File: src/rtl/regfile_write_arbiter_pkg.sv
// Shared register-file geometry and the write-port grant encoding used by the arbiter.
package regfile_write_arbiter_pkg;

  localparam int RF_DW   = 32;
  localparam int RF_AW   = 5;
  localparam int RF_NREG = 32;
  localparam int RF_R0   = 0;

  typedef enum logic [1:0] {
    GNT_NONE  = 2'd0,
    GNT_WB    = 2'd1,
    GNT_FIFO  = 2'd2,
    GNT_FORCE = 2'd3
  } gnt_e;

endpackage

File: src/rtl/regfile_wr_fifo.sv
// Synchronous FIFO for queued MU writes; exports per-entry valid and destination for hazard reporting.
module regfile_wr_fifo #(
  parameter int AW    = 5,
  parameter int DW    = 32,
  parameter int DEPTH = 2
) (
  input  logic                   i_clk,
  input  logic                   i_rst,
  input  logic                   i_push,
  input  logic [AW+DW-1:0]       i_data,
  input  logic                   i_pop,
  output logic [AW+DW-1:0]       o_head,
  output logic                   o_full,
  output logic                   o_empty,
  output logic [DEPTH-1:0]       o_vld,
  output logic [DEPTH*AW-1:0]    o_rd
);

  localparam int PW = $clog2(DEPTH);
  localparam int CW = PW + 1;

  logic [AW+DW-1:0] r_mem [DEPTH];
  logic [DEPTH-1:0] r_vld;
  logic [PW-1:0]    r_wr_ptr;
  logic [PW-1:0]    r_rd_ptr;
  logic [CW-1:0]    r_count;
  logic             w_push;
  logic             w_pop;

  assign o_full  = (r_count == CW'(DEPTH));
  assign o_empty = (r_count == '0);
  assign w_push  = i_push & ~o_full;
  assign w_pop   = i_pop & ~o_empty;
  assign o_head  = r_mem[r_rd_ptr];
  assign o_vld   = r_vld;

  always_comb begin
    o_rd = '0;
    for (int unsigned i = 0; i < DEPTH; i++)
      o_rd[i*AW +: AW] = r_mem[i][AW+DW-1:DW];
  end

  always_ff @(posedge i_clk or posedge i_rst) begin
    if (i_rst) begin
      r_wr_ptr <= '0;
      r_rd_ptr <= '0;
      r_count  <= '0;
      r_vld    <= '0;
      for (int unsigned i = 0; i < DEPTH; i++) r_mem[i] <= '0;
    end else begin
      if (w_push) begin
        r_mem[r_wr_ptr] <= i_data;
        r_vld[r_wr_ptr] <= 1'b1;
        r_wr_ptr        <= r_wr_ptr + 1'b1;
      end
      if (w_pop) begin
        r_vld[r_rd_ptr] <= 1'b0;
        r_rd_ptr        <= r_rd_ptr + 1'b1;
      end
      case ({w_push, w_pop})
        2'b10:   r_count <= r_count + 1'b1;
        2'b01:   r_count <= r_count - 1'b1;
        default: r_count <= r_count;
      endcase
    end
  end

endmodule

File: src/rtl/regfile_write_arbiter.sv
// Shares the register-file write port between pipeline writeback (priority) and queued MU results,
// with a starvation limit that forces a FIFO drain and stalls writeback.
module regfile_write_arbiter
  import regfile_write_arbiter_pkg::*;
#(
  parameter int DW         = RF_DW,
  parameter int AW         = RF_AW,
  parameter int DEPTH      = 2,
  parameter int STARVE_MAX = 4
) (
  input  logic              CLK,
  input  logic              RST,
  input  logic              WB_EN,
  input  logic [AW-1:0]     WB_RD,
  input  logic [DW-1:0]     WB_PD,
  output logic              WB_STALL,
  input  logic              MU_VALID,
  input  logic [AW-1:0]     MU_RD,
  input  logic [DW-1:0]     MU_PD,
  output logic              MU_READY,
  output logic              RF_EN,
  output logic [AW-1:0]     RF_RD,
  output logic [DW-1:0]     RF_PD,
  output logic [2**AW-1:0]  PEND
);

  localparam int SW = $clog2(STARVE_MAX + 1);
  localparam logic [SW-1:0] STARVE_LIM = SW'(STARVE_MAX);

  logic [AW+DW-1:0]    w_head;
  logic                w_full;
  logic                w_empty;
  logic [DEPTH-1:0]    w_vld;
  logic [DEPTH*AW-1:0] w_rd;
  logic                w_wb_req;
  logic                w_force;
  logic                w_push;
  logic                w_pop;
  logic [2**AW-1:0]    w_pend;
  gnt_e                w_gnt;
  logic [SW-1:0]       r_starve;

  assign w_wb_req = WB_EN & (WB_RD != AW'(RF_R0));
  assign w_force  = w_wb_req & ~w_empty & (r_starve == STARVE_LIM);
  // R0 transfers complete the handshake but never enter the queue.
  assign w_push   = MU_VALID & MU_READY & (MU_RD != AW'(RF_R0));
  assign w_pop    = (w_gnt == GNT_FIFO) | (w_gnt == GNT_FORCE);

  always_comb begin
    w_gnt = GNT_NONE;
    if (w_force)       w_gnt = GNT_FORCE;
    else if (w_wb_req) w_gnt = GNT_WB;
    else if (!w_empty) w_gnt = GNT_FIFO;
  end

  regfile_wr_fifo #(
    .AW    (AW),
    .DW    (DW),
    .DEPTH (DEPTH)
  ) u_fifo (
    .i_clk   (CLK),
    .i_rst   (RST),
    .i_push  (w_push),
    .i_data  ({MU_RD, MU_PD}),
    .i_pop   (w_pop),
    .o_head  (w_head),
    .o_full  (w_full),
    .o_empty (w_empty),
    .o_vld   (w_vld),
    .o_rd    (w_rd)
  );

  always_ff @(posedge CLK or posedge RST) begin
    if (RST)
      r_starve <= '0;
    else if (w_pop || w_empty)
      r_starve <= '0;
    else if ((w_gnt == GNT_WB) && (r_starve != STARVE_LIM))
      r_starve <= r_starve + 1'b1;
  end

  always_comb begin
    w_pend = '0;
    for (int unsigned i = 0; i < DEPTH; i++)
      if (w_vld[i]) w_pend[w_rd[i*AW +: AW]] = 1'b1;
  end

  always_comb begin
    RF_EN = 1'b0;
    RF_RD = '0;
    RF_PD = '0;
    unique case (w_gnt)
      GNT_WB: begin
        RF_EN = 1'b1;
        RF_RD = WB_RD;
        RF_PD = WB_PD;
      end
      GNT_FIFO, GNT_FORCE: begin
        RF_EN = 1'b1;
        RF_RD = w_head[AW+DW-1:DW];
        RF_PD = w_head[DW-1:0];
      end
      default: ;
    endcase
    if (RST) RF_EN = 1'b0;
  end

  assign WB_STALL = ~RST & (w_gnt == GNT_FORCE);
  assign MU_READY = ~RST & ~w_full;
  assign PEND     = RST ? '0 : w_pend;

endmodule

File: config.mk
export PLATFORM = sky130hd
export DESIGN_NAME = regfile_write_arbiter
export DESIGN_NICKNAME = d
export VERILOG_FILES = /design/src/rtl/regfile_write_arbiter_pkg.sv /design/src/rtl/regfile_wr_fifo.sv /design/src/rtl/regfile_write_arbiter.sv
export SDC_FILE = /design/constraint.sdc
export NUM_CORES = 1
export LEC_CHECK = 0
export ABC_AREA = 1
export ABC_CLOCK_PERIOD_IN_PS = 2830
export CAP_MARGIN = 25
export CORE_UTILIZATION = 49
export CTS_CLUSTER_DIAMETER = 80
export CTS_CLUSTER_SIZE = 10
export DETAILED_ROUTE_END_ITERATION = 10
export MAX_ROUTING_LAYER = met4
export PLACE_DENSITY = 0.8
export SLEW_MARGIN = 20
export SYNTH_ARGS = -nofsm -noshare
export SYNTH_HDL_FRONTEND = slang
export SYNTH_HIERARCHICAL = 1
export SYNTH_SLANG_ARGS = --single-unit
File: constraint.sdc
create_clock -name CLK -period 2.83 [get_ports CLK]
set_input_delay 0.566 -clock CLK [delete_from_list [all_inputs] [get_ports CLK]]
set_output_delay 0.566 -clock CLK [all_outputs]
set_load 0.005 [all_outputs]
==> flow_summary.json <==
{
  "cellPowerDensity_nw_per_um2": 839,
  "hold_violations": 0,
  "synth_compound_area_share_pct": 12.7,
  "antenna_left": 0,
  "drc": 0,
  "p_total_w": 0.00613,
  "cts_made_buffers": 9,
  "ys_seq_elements": 83,
  "synth_top_family_by_area": "simple AND/OR/NAND/NOR gates",
  "synthAdderAreaFrac_pct": 0.689,
  "grt-ovfl-total": 0,
  "first_global_vias": 5038,
  "num_vias": 5344,
  "htree_levels": 3,
  "period_needed_ns": 2.74,
  "multi_input_area_um2": 2620,
  "synth.distinct_cells": 29,
  "yosysSeqAreaShare_pct": 38.2,
  "synth_commonest_cells": "nand2_1 (300), inv_1 (112), nor2_1 (98)",
  "syn_inst": 808,
  "yosysMostFrequentCell": "nand2_1",
  "finalMaxSlewViolations": 0,
  "dr.max_layer_used": "met4",
  "wl_um": 13600,
  "synth_top_area_share_pct": 38.2,
  "grt_max_degree": 54,
  "min_from": "r_starve[0]",
  "syn_area_um2": 5440,
  "nNetsFinal": 1030,
  "skew_ns": 0.0165,
  "io_pins": 150,
  "num_rows": 38,
  "synth.area.top_cells": "dfrtp_1 (38%), nand2_1 (21%), inv_1 (7.7%)",
  "vias_per_cell": 4.88,
  "critPathRequiredTime_ns": 2.26,
  "fillers": 978,
  "routedWlPerCell_um": 12.4,
  "dp_slack_ns": -0.107,
  "synthToLayoutAreaGrowth_pct": 34.2,
  "cp_max_fo": 9,
  "dieArea_um2": 11500,
  "hold_class": "reg2reg",
  "gp_congestion": 0.911,
  "synth_flop_cell": "dfrtp_1",
  "rsz0062_at_grt": "yes",
  "cts_sinks": 83,
  "synth_area_per_cell_um2": 6.74,
  "drt-pass1-iter-count": 5,
  "chipHeight_um": 107,
  "drv_cap": 0,
  "dp_hpwl_um": 9340,
  "tritoncts": "done",
  "dieWidth_um": 107,
  "arrival_ns": 2.18,
  "wl_met3_um": 856,
  "layout-drive-gt1-share_pct": 11.1,
  "cts_hold_buf": 0,
  "synth_largest_area_cell": "dfrtp_1",
  "antenna_cells": 0,
  "clkLatencyLatePin_ns": 0.36,
  "start_util_pct": 50.2,
  "whs_ns": 0.473,
  "cts_root_buf": "clkbuf_8",
  "synth_edf_count": 0,
  "port_buffers": 149,
  "clock.fmax_mhz": 365,
  "antenna_found_initial": 0,
  "critPathLaunchType": "input pin",
  "tightest_slew_ns": 0.553,
  "peakVddDrop_uv": 380,
  "cts.clk_slew.worst_paths_ns": 0.09,
  "worstSetupPathType": "in2out",
  "dr_wl_met2_um": 6370,
  "core-area_um2": 10800,
  "cp-startpoint": "WB_RD[2]",
  "post-route-util_pct": 67.4,
  "cellLeakagePower_nw": 3.89,
  "async_flop_share_pct": 100,
  "maxSlewHeadroom_pct": 63.0,
  "synth_nets": 889,
  "status": "completed",
  "tns_ns": 0,
  "setup_violations": 0,
  "finalCritPeriodShare_pct": 96.9,
  "clock_path_buffers": 2,
  "synthXorXnorAreaFrac_pct": 0.322,
  "grt_pass1_wl_um": 22900,
  "seq_area_um2": 2080,
  "synth-simple-area-share_pct": 33.5,
  "ys_warn_count": 6,
  "finalWorstSetupSlack_ns": 0.0885,
  "m1WireLength_um": 6210,
  "synth.area.mux_share_pct": 0,
  "grtUsageTotal_pct": 25.5,
  "endpoint_kind": "output pin",
  "r2r_start": "u_fifo/r_count[1]",
  "drt_iter0_markers": 301
}
## flip-flops by register name, summed over array words and instances (netlist names)
signal and count:
u_fifo/o_vld 2, u_fifo/r_count 2, u_fifo/r_wr_ptr 1, u_fifo/r_rd_ptr 1, r_starve 3, u_fifo/o_rd 10, u_fifo/r_mem 64
## repair_timing
action                     CTS  global route
cloned                       2             0
pin swaps                    0             2
setup endpoints to repair   38            39
gates resized for setup     45             7
buffers inserted             4             0
## cell families after synthesis
logic type                 count (synthesis)
buffers and inverters                    163
DFF                                       83
AOI/OAI and AO/OA                        108
adders and majority gates                  3
and+or+nand+nor                          449
xor gates and xnor gates                   2
## routing by layer
layer,track usage [%],up-vias
met2,42.4,172
met3,3.63,10
met1,33.0,2423
met4,6.16,0
li1,-,2739
met5,-,-
## worst paths after layout
| check | to | slack [ns] | cells past startpoint |
|---|---|---|---|
| max | RF_PD[26] | 0.09 | 11 |
| max reg2reg | u_fifo/r_count[1] | 0.89 | 12 |
| min in group asynchronous | r_starve[0] | 0.63 | 3 |
| min | r_starve[0] | 0.47 | 1 |
| max in group asynchronous | u_fifo/r_mem[58] | 1.52 | 4 |
| min reg2reg | r_starve[0] | 0.47 | 1 |
## worst max-delay path, stage by stage
cell,delay (ns)
clkdlybuf4s50_1,0.43
nor2_2,0.13
nand3_2,0.09
buf_4,0.15
nand2_4,0.07
nand2_4,0.07
buf_4,0.16
buf_16,0.14
nand2_1,0.08
nor2_2,0.03
dlygate4sd2_1,0.25
## cells in the final DEF (no fill, tap or decap), types with 2 or more instances in the layout
cell type | Yosys | routed
nand3_2 | 4 | 2
ha_1 | 3 | 3
nand2_4 | 1 | 3
a21oi_1 | 19 | 19
buf_4 | 15 | 22
nand3_1 | 12 | 12
nand3_4 | 0 | 2
o21ai_2 | 30 | 30
nand4_1 | 4 | 4
o21ai_1 | 33 | 33
nor2_1 | 98 | 95
clkbuf_8 | 0 | 11
nor3_2 | 1 | 3
nor3_1 | 16 | 14
nand2_1 | 300 | 297
nand2_2 | 1 | 2
dlymetal6s2s_1 | 0 | 2
clkdlybuf4s50_1 | 0 | 109
clkinvlp_4 | 0 | 2
xnor2_1 | 2 | 2
a22oi_1 | 14 | 14
dlygate4sd2_1 | 0 | 38
inv_1 | 112 | 111
dfrtp_1 | 83 | 83
o21ai_0 | 11 | 11
nor2_2 | 10 | 13
buf_12 | 0 | 7
## where the power goes
part	switching [W]	total, W	internal, W
Clock	0.000456	0.000834	0.000378
Combinational	0.00179	0.00318	0.00139
Sequential	0.000396	0.00211	0.00172
## metrics by stage
step	std cells	area, µm²
floorplan	808	5440
global placement	1072	7020
detailed placement	1072	7020
CTS	1094	7280
global route	1094	7300
finish	1094	7300
## final cells by class
class / count / share of cell area (%)
Sequential cell: 83 / 28.4
Clock inverter: 5 / 0.600
Multi-Input combinational cell: 562 / 35.8
Inverter: 113 / 5.82
Timing Repair Buffer: 180 / 24.8
Tap cell: 140 / 2.40
Clock buffer: 11 / 2.07
No activity file was read; power rests on OpenSTA's default activity.
